### src/rtl/hazard_pkg.sv
// Shared types and encodings for the multi-cycle hazard unit.
// Forwarding selects, result/PC source codes and MD FSM states.
package hazard_pkg;

  typedef enum logic [1:0] {
    FWD_RF   = 2'b00,
    FWD_W    = 2'b01,
    FWD_M    = 2'b10,
    FWD_MIMM = 2'b11
  } fwd_sel_t;

  localparam logic [1:0] RESSRC_LOAD = 2'b01;
  localparam logic [1:0] RESSRC_IMM  = 2'b11;
  localparam logic [1:0] PCSRC_NONE  = 2'b00;

  typedef enum logic {
    MD_IDLE = 1'b0,
    MD_BUSY = 1'b1
  } md_state_t;

endpackage

### src/rtl/hazard_unit_mc_if.sv
// Pipeline <-> hazard unit signal bundle; master is the pipeline, slave is the hazard unit.
interface hazard_unit_mc_if
  import hazard_pkg::*;
#(
  parameter int RAW   = 5,
  parameter int CNT_W = 16
) ();

  logic             RegWriteM;
  logic             RegWriteW;
  logic [1:0]       ResultSrcE;
  logic [1:0]       ResultSrcM;
  logic [1:0]       PCSrcE;
  logic [RAW-1:0]   Rs1D;
  logic [RAW-1:0]   Rs2D;
  logic             Rs1UsedD;
  logic             Rs2UsedD;
  logic [RAW-1:0]   Rs1E;
  logic [RAW-1:0]   Rs2E;
  logic [RAW-1:0]   RdE;
  logic [RAW-1:0]   RdM;
  logic [RAW-1:0]   RdW;
  logic             MdStartE;

  logic             StallF;
  logic             StallD;
  logic             StallE;
  logic             FlushD;
  logic             FlushE;
  logic             FlushM;
  fwd_sel_t         ForwardAE;
  fwd_sel_t         ForwardBE;
  logic             MdBusy;
  logic [CNT_W-1:0] StallCount;
  logic [CNT_W-1:0] FlushCount;

  modport master (
    output RegWriteM, RegWriteW, ResultSrcE, ResultSrcM, PCSrcE,
           Rs1D, Rs2D, Rs1UsedD, Rs2UsedD, Rs1E, Rs2E, RdE, RdM, RdW, MdStartE,
    input  StallF, StallD, StallE, FlushD, FlushE, FlushM,
           ForwardAE, ForwardBE, MdBusy, StallCount, FlushCount
  );

  modport slave (
    input  RegWriteM, RegWriteW, ResultSrcE, ResultSrcM, PCSrcE,
           Rs1D, Rs2D, Rs1UsedD, Rs2UsedD, Rs1E, Rs2E, RdE, RdM, RdW, MdStartE,
    output StallF, StallD, StallE, FlushD, FlushE, FlushM,
           ForwardAE, ForwardBE, MdBusy, StallCount, FlushCount
  );

endinterface

### src/rtl/hazard_unit_mc_md_stall_ctrl.sv
// Holds E for a multi-cycle op: stalls cycles t..t+MD_LAT-2, releases at t+MD_LAT-1.
module md_stall_ctrl
  import hazard_pkg::*;
#(
  parameter int MD_LAT = 4
) (
  input  logic clk,
  input  logic rst,
  input  logic start,
  output logic md_stall,
  output logic busy
);

  localparam int CW       = $clog2(MD_LAT + 1);
  localparam int LOAD_VAL = (MD_LAT > 1) ? MD_LAT - 2 : 0;

  md_state_t       state_q, state_d;
  logic [CW-1:0]   md_cnt_q, md_cnt_d;

  always_ff @(posedge clk or negedge rst) begin
    if (!rst) begin
      state_q  <= MD_IDLE;
      md_cnt_q <= '0;
    end else begin
      state_q  <= state_d;
      md_cnt_q <= md_cnt_d;
    end
  end

  // Start is ignored while BUSY so the release cycle cannot retrigger the same op.
  always_comb begin
    state_d  = state_q;
    md_cnt_d = md_cnt_q;
    case (state_q)
      MD_IDLE: begin
        if (start && (MD_LAT > 1)) begin
          state_d  = MD_BUSY;
          md_cnt_d = CW'(LOAD_VAL);
        end
      end
      MD_BUSY: begin
        if (md_cnt_q == '0) state_d = MD_IDLE;
        else                md_cnt_d = md_cnt_q - CW'(1);
      end
      default: state_d = MD_IDLE;
    endcase
  end

  always_comb begin
    md_stall = 1'b0;
    busy     = (state_q == MD_BUSY);
    if (state_q == MD_IDLE) md_stall = start && (MD_LAT > 1);
    else                    md_stall = (md_cnt_q != '0);
  end

endmodule

### src/rtl/hazard_unit_mc.sv
// Forwarding, load-use/redirect/multi-cycle hazard resolution and saturating event counters.
module hazard_unit_mc
  import hazard_pkg::*;
#(
  parameter int RAW     = 5,
  parameter int MD_LAT  = 4,
  parameter int CNT_W   = 16,
  parameter int FWD_IMM = 1
) (
  input  logic            clk,
  input  logic            rst,
  hazard_unit_mc_if.slave hz
);

  logic             md_stall, md_busy, load_use, redirect;
  logic             stall_f, stall_d, stall_e, flush_d, flush_e, flush_m;
  logic [CNT_W-1:0] stall_count_q, stall_count_d;
  logic [CNT_W-1:0] flush_count_q, flush_count_d;

  // M-stage match wins over W-stage so the youngest producer is forwarded.
  function automatic fwd_sel_t fwd_sel(input logic [RAW-1:0] rs, input logic [RAW-1:0] rd_m,
                                       input logic we_m, input logic imm_m,
                                       input logic [RAW-1:0] rd_w, input logic we_w);
    if (rs == '0)                 return FWD_RF;
    else if (rs == rd_m && we_m)  return (imm_m && FWD_IMM != 0) ? FWD_MIMM : FWD_M;
    else if (rs == rd_w && we_w)  return FWD_W;
    else                          return FWD_RF;
  endfunction

  md_stall_ctrl #(.MD_LAT(MD_LAT)) u_md (
    .clk      (clk),
    .rst      (rst),
    .start    (hz.MdStartE),
    .md_stall (md_stall),
    .busy     (md_busy)
  );

  always_comb begin
    load_use = (hz.ResultSrcE == RESSRC_LOAD) && (hz.RdE != '0) &&
               ((hz.Rs1UsedD && hz.Rs1D == hz.RdE) || (hz.Rs2UsedD && hz.Rs2D == hz.RdE));
    redirect = (hz.PCSrcE != PCSRC_NONE);
  end

  always_comb begin
    stall_f = 1'b0;
    stall_d = 1'b0;
    stall_e = 1'b0;
    flush_d = 1'b0;
    flush_e = 1'b0;
    flush_m = 1'b0;
    if (md_stall) begin
      stall_f = 1'b1;
      stall_d = 1'b1;
      stall_e = 1'b1;
      flush_m = 1'b1;
    end else if (redirect) begin
      flush_d = 1'b1;
      flush_e = 1'b1;
    end else if (load_use) begin
      stall_f = 1'b1;
      stall_d = 1'b1;
      flush_e = 1'b1;
    end
  end

  always_comb begin
    stall_count_d = stall_count_q;
    flush_count_d = flush_count_q;
    if (stall_f && stall_count_q != '1) stall_count_d = stall_count_q + CNT_W'(1);
    if (flush_d && flush_count_q != '1) flush_count_d = flush_count_q + CNT_W'(1);
  end

  always_ff @(posedge clk or negedge rst) begin
    if (!rst) begin
      stall_count_q <= '0;
      flush_count_q <= '0;
    end else begin
      stall_count_q <= stall_count_d;
      flush_count_q <= flush_count_d;
    end
  end

  assign hz.StallF     = stall_f;
  assign hz.StallD     = stall_d;
  assign hz.StallE     = stall_e;
  assign hz.FlushD     = flush_d;
  assign hz.FlushE     = flush_e;
  assign hz.FlushM     = flush_m;
  assign hz.MdBusy     = md_busy;
  assign hz.StallCount = stall_count_q;
  assign hz.FlushCount = flush_count_q;
  assign hz.ForwardAE  = fwd_sel(hz.Rs1E, hz.RdM, hz.RegWriteM, hz.ResultSrcM == RESSRC_IMM,
                                 hz.RdW, hz.RegWriteW);
  assign hz.ForwardBE  = fwd_sel(hz.Rs2E, hz.RdM, hz.RegWriteM, hz.ResultSrcM == RESSRC_IMM,
                                 hz.RdW, hz.RegWriteW);

endmodule

### src/flat_wrapper.sv
// flat-port wrapper written by rule: the top's interface ports become plain ports
module hazard_unit_mc_flat import hazard_pkg::*;
#(
  parameter int RAW     = 5,
  parameter int MD_LAT  = 4,
  parameter int CNT_W   = 16,
  parameter int FWD_IMM = 1
)
  (clk, rst, hz_RegWriteM, hz_RegWriteW, hz_ResultSrcE, hz_ResultSrcM, hz_PCSrcE, hz_Rs1D, hz_Rs2D, hz_Rs1UsedD, hz_Rs2UsedD, hz_Rs1E, hz_Rs2E, hz_RdE, hz_RdM, hz_RdW, hz_MdStartE, hz_StallF, hz_StallD, hz_StallE, hz_FlushD, hz_FlushE, hz_FlushM, hz_ForwardAE, hz_ForwardBE, hz_MdBusy, hz_StallCount, hz_FlushCount);
  hazard_unit_mc_if #(.RAW(RAW), .CNT_W(CNT_W)) hz_i ();
  input  logic clk;
  input  logic rst;
  input wire logic [$bits(hz_i.RegWriteM)-1:0] hz_RegWriteM;
  input wire logic [$bits(hz_i.RegWriteW)-1:0] hz_RegWriteW;
  input wire logic [$bits(hz_i.ResultSrcE)-1:0] hz_ResultSrcE;
  input wire logic [$bits(hz_i.ResultSrcM)-1:0] hz_ResultSrcM;
  input wire logic [$bits(hz_i.PCSrcE)-1:0] hz_PCSrcE;
  input wire logic [$bits(hz_i.Rs1D)-1:0] hz_Rs1D;
  input wire logic [$bits(hz_i.Rs2D)-1:0] hz_Rs2D;
  input wire logic [$bits(hz_i.Rs1UsedD)-1:0] hz_Rs1UsedD;
  input wire logic [$bits(hz_i.Rs2UsedD)-1:0] hz_Rs2UsedD;
  input wire logic [$bits(hz_i.Rs1E)-1:0] hz_Rs1E;
  input wire logic [$bits(hz_i.Rs2E)-1:0] hz_Rs2E;
  input wire logic [$bits(hz_i.RdE)-1:0] hz_RdE;
  input wire logic [$bits(hz_i.RdM)-1:0] hz_RdM;
  input wire logic [$bits(hz_i.RdW)-1:0] hz_RdW;
  input wire logic [$bits(hz_i.MdStartE)-1:0] hz_MdStartE;
  output wire logic [$bits(hz_i.StallF)-1:0] hz_StallF;
  output wire logic [$bits(hz_i.StallD)-1:0] hz_StallD;
  output wire logic [$bits(hz_i.StallE)-1:0] hz_StallE;
  output wire logic [$bits(hz_i.FlushD)-1:0] hz_FlushD;
  output wire logic [$bits(hz_i.FlushE)-1:0] hz_FlushE;
  output wire logic [$bits(hz_i.FlushM)-1:0] hz_FlushM;
  output wire logic [$bits(hz_i.ForwardAE)-1:0] hz_ForwardAE;
  output wire logic [$bits(hz_i.ForwardBE)-1:0] hz_ForwardBE;
  output wire logic [$bits(hz_i.MdBusy)-1:0] hz_MdBusy;
  output wire logic [$bits(hz_i.StallCount)-1:0] hz_StallCount;
  output wire logic [$bits(hz_i.FlushCount)-1:0] hz_FlushCount;
  assign hz_i.RegWriteM = hz_RegWriteM;
  assign hz_i.RegWriteW = hz_RegWriteW;
  assign hz_i.ResultSrcE = hz_ResultSrcE;
  assign hz_i.ResultSrcM = hz_ResultSrcM;
  assign hz_i.PCSrcE = hz_PCSrcE;
  assign hz_i.Rs1D = hz_Rs1D;
  assign hz_i.Rs2D = hz_Rs2D;
  assign hz_i.Rs1UsedD = hz_Rs1UsedD;
  assign hz_i.Rs2UsedD = hz_Rs2UsedD;
  assign hz_i.Rs1E = hz_Rs1E;
  assign hz_i.Rs2E = hz_Rs2E;
  assign hz_i.RdE = hz_RdE;
  assign hz_i.RdM = hz_RdM;
  assign hz_i.RdW = hz_RdW;
  assign hz_i.MdStartE = hz_MdStartE;
  assign hz_StallF = hz_i.StallF;
  assign hz_StallD = hz_i.StallD;
  assign hz_StallE = hz_i.StallE;
  assign hz_FlushD = hz_i.FlushD;
  assign hz_FlushE = hz_i.FlushE;
  assign hz_FlushM = hz_i.FlushM;
  assign hz_ForwardAE = hz_i.ForwardAE;
  assign hz_ForwardBE = hz_i.ForwardBE;
  assign hz_MdBusy = hz_i.MdBusy;
  assign hz_StallCount = hz_i.StallCount;
  assign hz_FlushCount = hz_i.FlushCount;
  hazard_unit_mc #(.RAW(RAW), .MD_LAT(MD_LAT), .CNT_W(CNT_W), .FWD_IMM(FWD_IMM)) u_core (.clk(clk), .rst(rst), .hz(hz_i));
endmodule
### config.mk
export PLATFORM = sky130hd
export DESIGN_NAME = hazard_unit_mc_flat
export DESIGN_NICKNAME = d
export VERILOG_FILES = /design/src/rtl/hazard_pkg.sv /design/src/rtl/hazard_unit_mc_if.sv /design/src/rtl/hazard_unit_mc_md_stall_ctrl.sv /design/src/rtl/hazard_unit_mc.sv /design/src/flat_wrapper.sv
export SDC_FILE = /design/constraint.sdc
export NUM_CORES = 1
export LEC_CHECK = 0
export ABC_AREA = 1
export CAP_MARGIN = 20
export CORE_MARGIN = 4
export CORE_UTILIZATION = 41
export DETAILED_ROUTE_END_ITERATION = 8
export GPL_TIMING_DRIVEN = 0
export PLACE_DENSITY = 0.84
export SLEW_MARGIN = 25
export SYNTH_ARGS = -nofsm -noshare
export SYNTH_HDL_FRONTEND = slang
export SYNTH_SLANG_ARGS = --single-unit
### constraint.sdc
create_clock -name clk -period 2.2 [get_ports clk]
set_clock_uncertainty 0.15 [all_clocks]
set_input_delay 0.55 -clock clk [delete_from_list [all_inputs] [get_ports clk]]
set_output_delay 0.55 -clock clk [all_outputs]
set_load 0.01 [all_outputs]
==> impl_metrics.yaml, run 1 <==
sta:
  drv_slew: 0
  rsz0062_at_grt: "yes"
  min_period_ps: 2380
  hold_viol: 0
  fin_ws_ps: -182
  worstMarginPinSlew_ps: 333
  slew_headroom_pct: 77.6
  clock.fmax_ghz: 0.420
  timing.hold.ws_ps: 352
  final-setup-viol-count: 9
  fin_crit_sh_pct: 108
synth:
  synthSimpleGateAreaFrac_pct: 38.8
  synth_compound_area_share_pct: 2.23
  synth_top_flop_cell: "dfrtp_1"
  syn-num-nets: 422
  synth_seq_cells: 36
  avgSynthCellArea_um2: 6.98
  synth_edf_count: 0
  yosys_warnings: 0
  synth_top_family_by_area: "simple AND/OR/NAND/NOR gates"
  synth_fa_ha_area_share_pct: 1.94
  async_reset_ff_share_pct: 100
  synth.cell_area_um2: 2580
  yosysSeqAreaShare_pct: 34.9
  syn_inst: 370
  muxShareOfSynthArea_pct: 0
  synth_xor_area_share_pct: 11.9
  ys_types: 28
setup_path:
  start_kind: "register"
  cp_max_fo: 4
  critPathTopFamily: "simple AND/OR/NAND/NOR gates"
  worstSetupPathType: "reg -> out"
  critPathSlowestCell: "dfrtp_1"
  cpPeakStageDelay_ps: 360
  crit_path_end_kind: "output pin"
  cp.required_ps: 1500
  crit_buf_inv: 3
  path_depth: 8
  worstPathCellList: "inv_1, ha_2, ha_4, or2_4, nand2_4, buf_4, nor2_2, buf_2"
  reg2reg_depth: 13
  arrival_ps: 1680
routing:
  wl_um: 7580
  drtIter0Drc: 125
  first_pass_iters: 4
  drt.antenna.violating_nets: 0
  avgViaCountPerCell: 4.93
  drc_errors: 0
  avgRoutedWirePerCell_um: 13.3
  vias: 2815
grt:
  grt_pass1_wl_um: 12100
  antenna_found_initial: 0
  grt_max_degree: 28
  globalRoute.totalOverflow: 0
  grt.total_usage_pct: 19.4
  grt_pass1_vias: 2847
floorplan:
  start_util_pct: 42.9
  rows: 28
  fp.dieH_um: 87.4
  die_width_um: 87.4
  core_um2: 6030
  die_area_um2: 7630
  io_pins: 91
clock_network:
  clock-sinks: 36
  clk_latency_ps: 280
  cts_max_level: 2
  cts_tree: "yes"
  numCtsBuffers: 5
  clock_path_buffers: 2
  cts-root-buf: "clkbuf_8"
  clkTransAtPathRegs_ps: 70
run:
  maxCapViolations: 0
worst_hold_path:
  hp-class: "reg -> reg"
  hold_depth: 2
layout:
  drive_gt1_share_pct: 23.6
  nets: 548
  final_util_pct: 66.6
  nFillCells: 506
  area_growth_pct: 55.3
  seqCellArea_um2: 901
  final_area_um2: 4010
  diodes: 0
  multiInputGateArea_um2: 1570
power_and_ir_drop:
  p_leak_uw: 0.00200
  irDropWorstVdd_v: 0.000528
  powerDensity_nw_per_um2: 834
place:
  globalplace.congestion: 0.838
  pre_cts_ws_ps: -1050
  dp_hpwl_um: 5280
  dpl_cell_area_um2: 3600
  io_buffer_count: 90
status:
  outcome: "finished, violations left"
  violations: "setup timing"
-- Yosys cell counts, types with 2 or more instances --
cell type,instances,area share [%]
a21oi_1,4,0.78
and2_1,2,0.48
buf_4,6,1.7
dfrtp_1,36,35
ha_1,4,1.9
inv_1,56,8.1
nand2_1,119,17
nand2_2,2,0.48
nand3_1,30,5.8
nand3b_1,2,0.58
nand4_1,7,1.7
nor2_1,35,5.1
nor2_2,2,0.48
nor3_1,8,1.6
nor3_2,5,1.9
nor4_1,4,0.97
o22ai_1,4,0.97
xnor2_1,10,3.4
xor2_1,25,8.5
-- repair_timing --
action,4_1_cts,5_1_grt
gates resized for setup,164,47
endpoints found under the setup margin,10,12
setup buffers,25,8
pin swaps,29,20
hold endpoints to repair,9,0
hold buffers,1,0
-- report_power, final --
part / internal [uW] / switching [uW] / leakage, uW / total, uW
Clock: 215 / 229 / 0.0000410 / 444
Sequential: 810 / 165 / 0.000473 / 975
Combinational: 1030 / 892 / 0.00149 / 1920
-- kinds of logic (layout without fill, tap and decap cells) --
group	Yosys count	in the layout
AND/OR/NAND/NOR	222	222
buffers and inverters	63	189
flip-flops	36	36
XOR/XNOR	35	35
AO/OA/AOI/OAI	10	10
adder cells (fa/ha/maj)	4	4
-- final cells by class --
class / instances / area share, %
Buffer: 5 / 1.12
Tap cell: 75 / 2.34
Sequential cell: 36 / 22.5
Clock inverter: 1 / 0.125
Inverter: 56 / 5.49
Clock buffer: 6 / 1.81
Timing Repair Buffer: 121 / 27.5
Multi-Input combinational cell: 271 / 39.1
-- sequential cells by signal (all words and copies together) (netlist names) --
register and cells:
u_core.hz.FlushCount 16, u_core.u_md.md_cnt_q 3, u_core.hz.StallCount 16, u_core.u_md.busy 1
-- per-stage QoR --
| stage | power (uW) | cells | TNS [ps] |
|---|---|---|---|
| global placement | 2410 | 535 | -22760 |
| floorplan | 1790 | 370 | 0 |
| detailed placement | 2470 | 536 | -9810 |
| global route | 3580 | 571 | -1860 |
| CTS | 3250 | 569 | -1450 |
| finish | 3340 | 571 | -1210 |
-- worst min-delay path, cell delays in order, from the launching register on --
cell	delay, ps
dfrtp_1	370
nand2_1	60
nand2_1	50
-- cell usage in the layout (no fill, tap or decap), drive strengths merged --
cell type | netlist | layout
and3 | 1 | 1
nor3 | 13 | 13
nand3 | 31 | 31
nand3b | 2 | 2
xor2 | 25 | 25
a21oi | 4 | 4
o211ai | 1 | 1
clkinv | 0 | 1
clkdlybuf4s15 | 0 | 2
or2 | 2 | 2
ha | 4 | 4
buf | 7 | 62
o22ai | 4 | 4
o21ai | 1 | 1
and2 | 2 | 2
inv | 56 | 56
nand2 | 122 | 122
clkdlybuf4s50 | 0 | 40
xnor2 | 10 | 10
nor2 | 38 | 38
nand4 | 7 | 7
clkbuf | 0 | 9
nor4 | 4 | 4
dlygate4sd3 | 0 | 1
dlygate4sd2 | 0 | 18
dfrtp | 36 | 36
-- metal layers --
metal	vias to the layer above	wire length, um	global-route usage (%)	part of all wire (%)
li1	1390	-	-	-
met3	19	426	4.16	5.6
met2	86	3830	34.8	51
met5	-	0	0	0
met4	0	182	6.14	2.4
met1	1320	3130	22.8	41
-- worst paths after layout --
check / end / start / slack [ps]
max reg2reg: u_core.u_md.md_cnt_q[0] / u_core.u_md.md_cnt_q[1] / 100
max: hz_FlushD / u_core.u_md.md_cnt_q[1] / -180
min reg2reg: u_core.hz.StallCount[15] / u_core.hz.StallCount[15] / 350
max in group asynchronous: u_core.hz.FlushCount[5] / rst / 970
min in group asynchronous: u_core.hz.StallCount[3] / rst / 500
min: u_core.hz.StallCount[15] / u_core.hz.StallCount[15] / 350
Power figures use the tool's default switching activity.
==> inputs of run 2 (changes only) <==
CTS_CLUSTER_DIAMETER = 30   (was unset)
TNS_END_PERCENT = 30   (was unset)
==> impl_metrics.yaml, run 2 (same netlist as run 1, synthesis figures left out) <==
layout:
  area_growth_pct: 50.4
  final_util_pct: 64.5
  stdcell_count: 570
  nets: 547
  drive_gt1_share_pct: 22.6
  final_common_cell: "nand2_1"
  final_cell_mix: "nand2_1, inv_1, clkdlybuf4s50_1"
  diodes: 0
power_and_ir_drop:
  finalPower_uw: 3270
  powerDensity_nw_per_um2: 843
  clkPwrFrac_pct: 13.5
  combinationalPowerShare_pct: 56.7
  p_int_uw: 2030
  switching_share_pct: 38.1
  switchingPower_uw: 1250
  p_leak_uw: 0.00199
  p_seq_share_pct: 29.8
  irDropWorstVdd_v: 0.000524
place:
  io_buffer_count: 90
  dp_hpwl_um: 5280
  globalplace.congestion: 0.838
  placedCellCount: 536
routing:
  wl_um: 7360
  avgRoutedWirePerCell_um: 12.9
  avgViaCountPerCell: 4.86
  vias: 2773
  first_pass_iters: 4
  drtIter0Drc: 109
  drc_errors: 0
  drt.antenna.violating_nets: 0
setup_path:
  reg2reg_to: "u_core.u_md.md_cnt_q[0]"
  cp.required_ps: 1500
  cp_max_fo: 5
  rr_startpoint: "u_core.u_md.md_cnt_q[1]"
  worstSetupPathType: "reg -> out"
  start_kind: "register"
  reg2reg_depth: 16
  crit_path_end_kind: "output pin"
  cp-startpoint: "u_core.u_md.md_cnt_q[1]"
  arrival_ps: 1740
  r2r_setup_slack_ps: -220
worst_hold_path:
  hold_path.startpoint: "u_core.hz.StallCount[15]"
  hold_end: "u_core.hz.StallCount[15]"
  hp-class: "reg -> reg"
  hold_depth: 2
sta:
  worstMarginPinSlew_ps: 333
  timing.hold.ws_ps: 352
  drv_slew: 0
  final-setup-viol-count: 11
  rsz0062_at_grt: "yes"
  min_period_ps: 2440
  slew_headroom_pct: 77.6
  setup_tns_ps: -1410
  clock.fmax_ghz: 0.409
  hold_viol: 0
  fin_crit_sh_pct: 111
  fin_ws_ps: -243
grt:
  grt_pass1_wl_um: 11900
  globalRoute.totalOverflow: 0
  antenna_found_initial: 0
  grt_pass1_vias: 2790
  grt.total_usage_pct: 19.2
  grt_max_degree: 28
floorplan:
  fp.dieH_um: 87.4
  io_pins: 91
  core_um2: 6030
  die_area_um2: 7630
  rows: 28
  die_width_um: 87.4
  start_util_pct: 42.9
clock_network:
  cts_max_level: 2
  cts-root-buf: "clkbuf_8"
  clkTransAtPathRegs_ps: 70
  numCtsBuffers: 5
  clock-sinks: 36
  clk_latency_ps: 280
  cts_tree: "yes"
  clock_path_buffers: 2
run:
  maxCapViolations: 0
status:
  violations: "setup timing"
  outcome: "finished, violations left"
-- run 2: cell count changes in the layout (fill, tap and decap cells not counted), sizes merged --
cell          previous run  this run
dlygate4sd2             18        17
dlymetal6s2s             0         2
clkbuf                   9        11
buf                     62        58
-- run 2: cell type report --
type | count | area, um2
plain buffers | 7 | 63.8
clock buffers | 6 | 72.6
clock inverters | 1 | 5.00
fillers | 529 | 2140
inverters | 56 | 215
multi-input cells | 271 | 1510
flip-flops and latches | 36 | 901
well taps | 75 | 93.8
repair buffers | 118 | 1020
-- run 2: metrics by stage --
| step | area (um2) | worst slack, ps |
|---|---|---|
| 2_1_floorplan | 2590 | 4.10 |
| 3_3_place_gp | 3590 | -1020 |
| 3_5_place_dp | 3600 | -1050 |
| 4_1_cts | 3840 | -261 |
| 5_1_grt | 3880 | -312 |
| 6_report | 3880 | -243 |
-- run 2: critical path: stages (launching register included) --
cell and delay, ps:
dfrtp_1 360, inv_1 50, ha_2 160, ha_2 150
or2_4 240, nand2_4 100, inv_2 40, nand2_2 70
buf_6 120, buf_6 90, buf_6 80
-- run 2: routing by layer --
metal,vias to the layer above,part of all wire (%),track usage [%]
met4,0,1.4,5.44
met2,84,50,34.7
li1,1383,-,-
met1,1293,42,22.6
met5,-,0,0
met3,13,6.6,4.07
-- run 2: worst max-delay path by stage --
| stage | to | slack (ps) |
|---|---|---|
| 6_report | hz_StallF | -240 |
| 5_1_grt | hz_StallF | -310 |
| 4_1_cts | hz_StallF | -260 |
| 3_5_place_dp | hz_StallF | -1050 |
| 3_3_place_gp | hz_StallF | -1020 |
| 2_1_floorplan | hz_StallF | 4 |
-- run 2: repair_timing --
action	CTS	global route
endpoints found under the hold margin	9	0
pin swaps	21	14
setup buffers	21	5
setup endpoints to repair	10	11
hold buffers	1	0
gates resized for setup	134	39
-- run 2: power by group through the flow --
stage                     clock [uW]  combinational [uW]  sequential (uW)
after floorplan                    0                 788             1010
after global placement             0                1440              971
after detailed placement           0                1490              985
after CTS                        450                1750              970
after global routing             474                2020              991
final                            443                1850              975
==> inputs of run 3 (changes only) <==
CORE_MARGIN = 1   (was 4)
==> impl_metrics.yaml, run 3 (same netlist as run 1, synthesis figures left out) <==
status:
  outcome: "finished, violations left"
  violations: "setup timing"
power_and_ir_drop:
  p_leak_uw: 0.00193
  irDropWorstVdd_v: 0.000651
  powerDensity_nw_per_um2: 835
grt:
  grt.total_usage_pct: 22.1
  grt_max_degree: 23
  grt_pass1_vias: 2647
  antenna_found_initial: 0
  grt_pass1_wl_um: 11100
  globalRoute.totalOverflow: 0
floorplan:
  rows: 28
  core_um2: 5990
  io_pins: 91
  die_width_um: 81.4
  fp.dieH_um: 81.4
  die_area_um2: 6620
  start_util_pct: 43.1
layout:
  nets: 536
  drive_gt1_share_pct: 22.1
  stdcell_count: 560
  final_area_um2: 3870
  final_common_cell: "nand2_1"
  final_util_pct: 64.6
  final_cell_mix: "nand2_1, inv_1, clkdlybuf4s50_1"
  diodes: 0
  nFillCells: 508
  area_growth_pct: 50.0
clock_network:
  cts_tree: "yes"
  clock_path_buffers: 2
  cts-root-buf: "clkbuf_8"
  clkTransAtPathRegs_ps: 70
  clock-sinks: 36
  numCtsBuffers: 5
  hold_buffers: 0
  clk_latency_ps: 290
  cts_max_level: 2
run:
  maxCapViolations: 0
setup_path:
  path_depth: 9
  cp_max_fo: 6
  worstPathCellList: "inv_2, ha_4, ha_4, or2_4, nand2_8, inv_8, nand2_8, buf_6, buf_6"
  critPathTopFamily: "simple AND/OR/NAND/NOR gates"
  reg2reg_depth: 10
  worstSetupPathType: "reg -> out"
  crit_path_end_kind: "output pin"
  arrival_ps: 1650
  cpPeakStageDelay_ps: 360
  r2r_setup_slack_ps: 220
  critPathSlowestCell: "dfrtp_1"
  start_kind: "register"
  cp.required_ps: 1500
  crit_buf_inv: 4
sta:
  timing.hold.ws_ps: 29.1
  hold_viol: 0
  min_period_ps: 2350
  fin_ws_ps: -148
  fin_crit_sh_pct: 107
  drv_slew: 0
  worstMarginPinSlew_ps: 399
  slew_headroom_pct: 73.4
  final-setup-viol-count: 9
  rsz0062_at_grt: "yes"
  clock.fmax_ghz: 0.426
routing:
  first_pass_iters: 4
  avgViaCountPerCell: 4.89
  drtIter0Drc: 115
  drt.antenna.violating_nets: 0
  vias: 2740
  wl_um: 6910
  avgRoutedWirePerCell_um: 12.3
  drc_errors: 0
place:
  placedCellCount: 536
  globalplace.congestion: 0.871
  dp_hpwl_um: 5030
  io_buffer_count: 90
  dpl_cell_area_um2: 3610
worst_hold_path:
  hp-class: "in -> async"
[run 3: cell count changes in the layout (fill, tap and decap cells not counted), moves of 2 or more]
cell | previous run | this run
nor4_2 | 1 | 3
ha_2 | 2 | 0
buf_6 | 7 | 9
buf_2 | 15 | 12
dlygate4sd2_1 | 17 | 15
nor2_1 | 34 | 31
nor2_2 | 3 | 6
nand2_8 | 0 | 2
buf_4 | 33 | 24
inv_1 | 46 | 44
ha_4 | 0 | 2
[run 3: per-stage QoR]
stage          total power [uW]  TNS [ps]  worst slack (ps)
2_1_floorplan              1790         0              4.10
3_3_place_gp               2400    -23240             -1060
3_5_place_dp               2470    -10870             -1100
5_1_grt                    3490     -1540              -235
6_report                   3230      -851              -148
4_1_cts                    3110     -1410              -273
[run 3: path summary, 6_finish.rpt]
path,from,to
max,u_core.u_md.md_cnt_q[0],hz_StallF
min,rst,u_core.hz.StallCount[2]
max reg2reg,u_core.u_md.md_cnt_q[0],u_core.hz.FlushCount[4]
min reg2reg,u_core.hz.StallCount[15],u_core.hz.StallCount[15]
max in group asynchronous,rst,u_core.hz.FlushCount[8]
min in group clk,u_core.hz.StallCount[15],u_core.hz.StallCount[15]
[run 3: worst register-to-register path, cell delays in order, from the launching register on]
cell     delay, ps
dfrtp_1        360
inv_2           50
ha_4           160
ha_4           140
or2_4          250
nand2_8        110
nor2_2          60
nand2_1        150
buf_4          210
nor2_1          80
xor2_1         150
[run 3: metal layers]
metal	vias up	part of all wire, %	global-route usage (%)
met1	1263	42	25.5
met2	83	50	39.4
met4	0	3.2	10.2
met5	-	0	0
li1	1373	-	-
met3	21	4.4	3.82
[run 3: layout make-up]
| cell class | count | area (um2) | share of cell area (%) |
|---|---|---|---|
| buffer | 6 | 56.3 | 1.45 |
| clock buffer | 8 | 90.1 | 2.33 |
| inverter | 56 | 223 | 5.75 |
| multi-input combinational | 271 | 1550 | 40.0 |
| sequential | 36 | 901 | 23.3 |
| tap | 75 | 93.8 | 2.42 |
| timing repair buffer | 108 | 960 | 24.8 |
[run 3: power by group]
group	switching (uW)	leakage, uW	internal, uW
Combinational	866	0.00141	903
Sequential	165	0.000473	810
Clock	231	0.0000455	255
[run 3: what timing repair did]
action	4_1_cts	5_1_grt
setup buffers	13	4
pin swaps	25	22
cloned	0	0
endpoints found under the setup margin	10	10
gates resized for setup	138	53
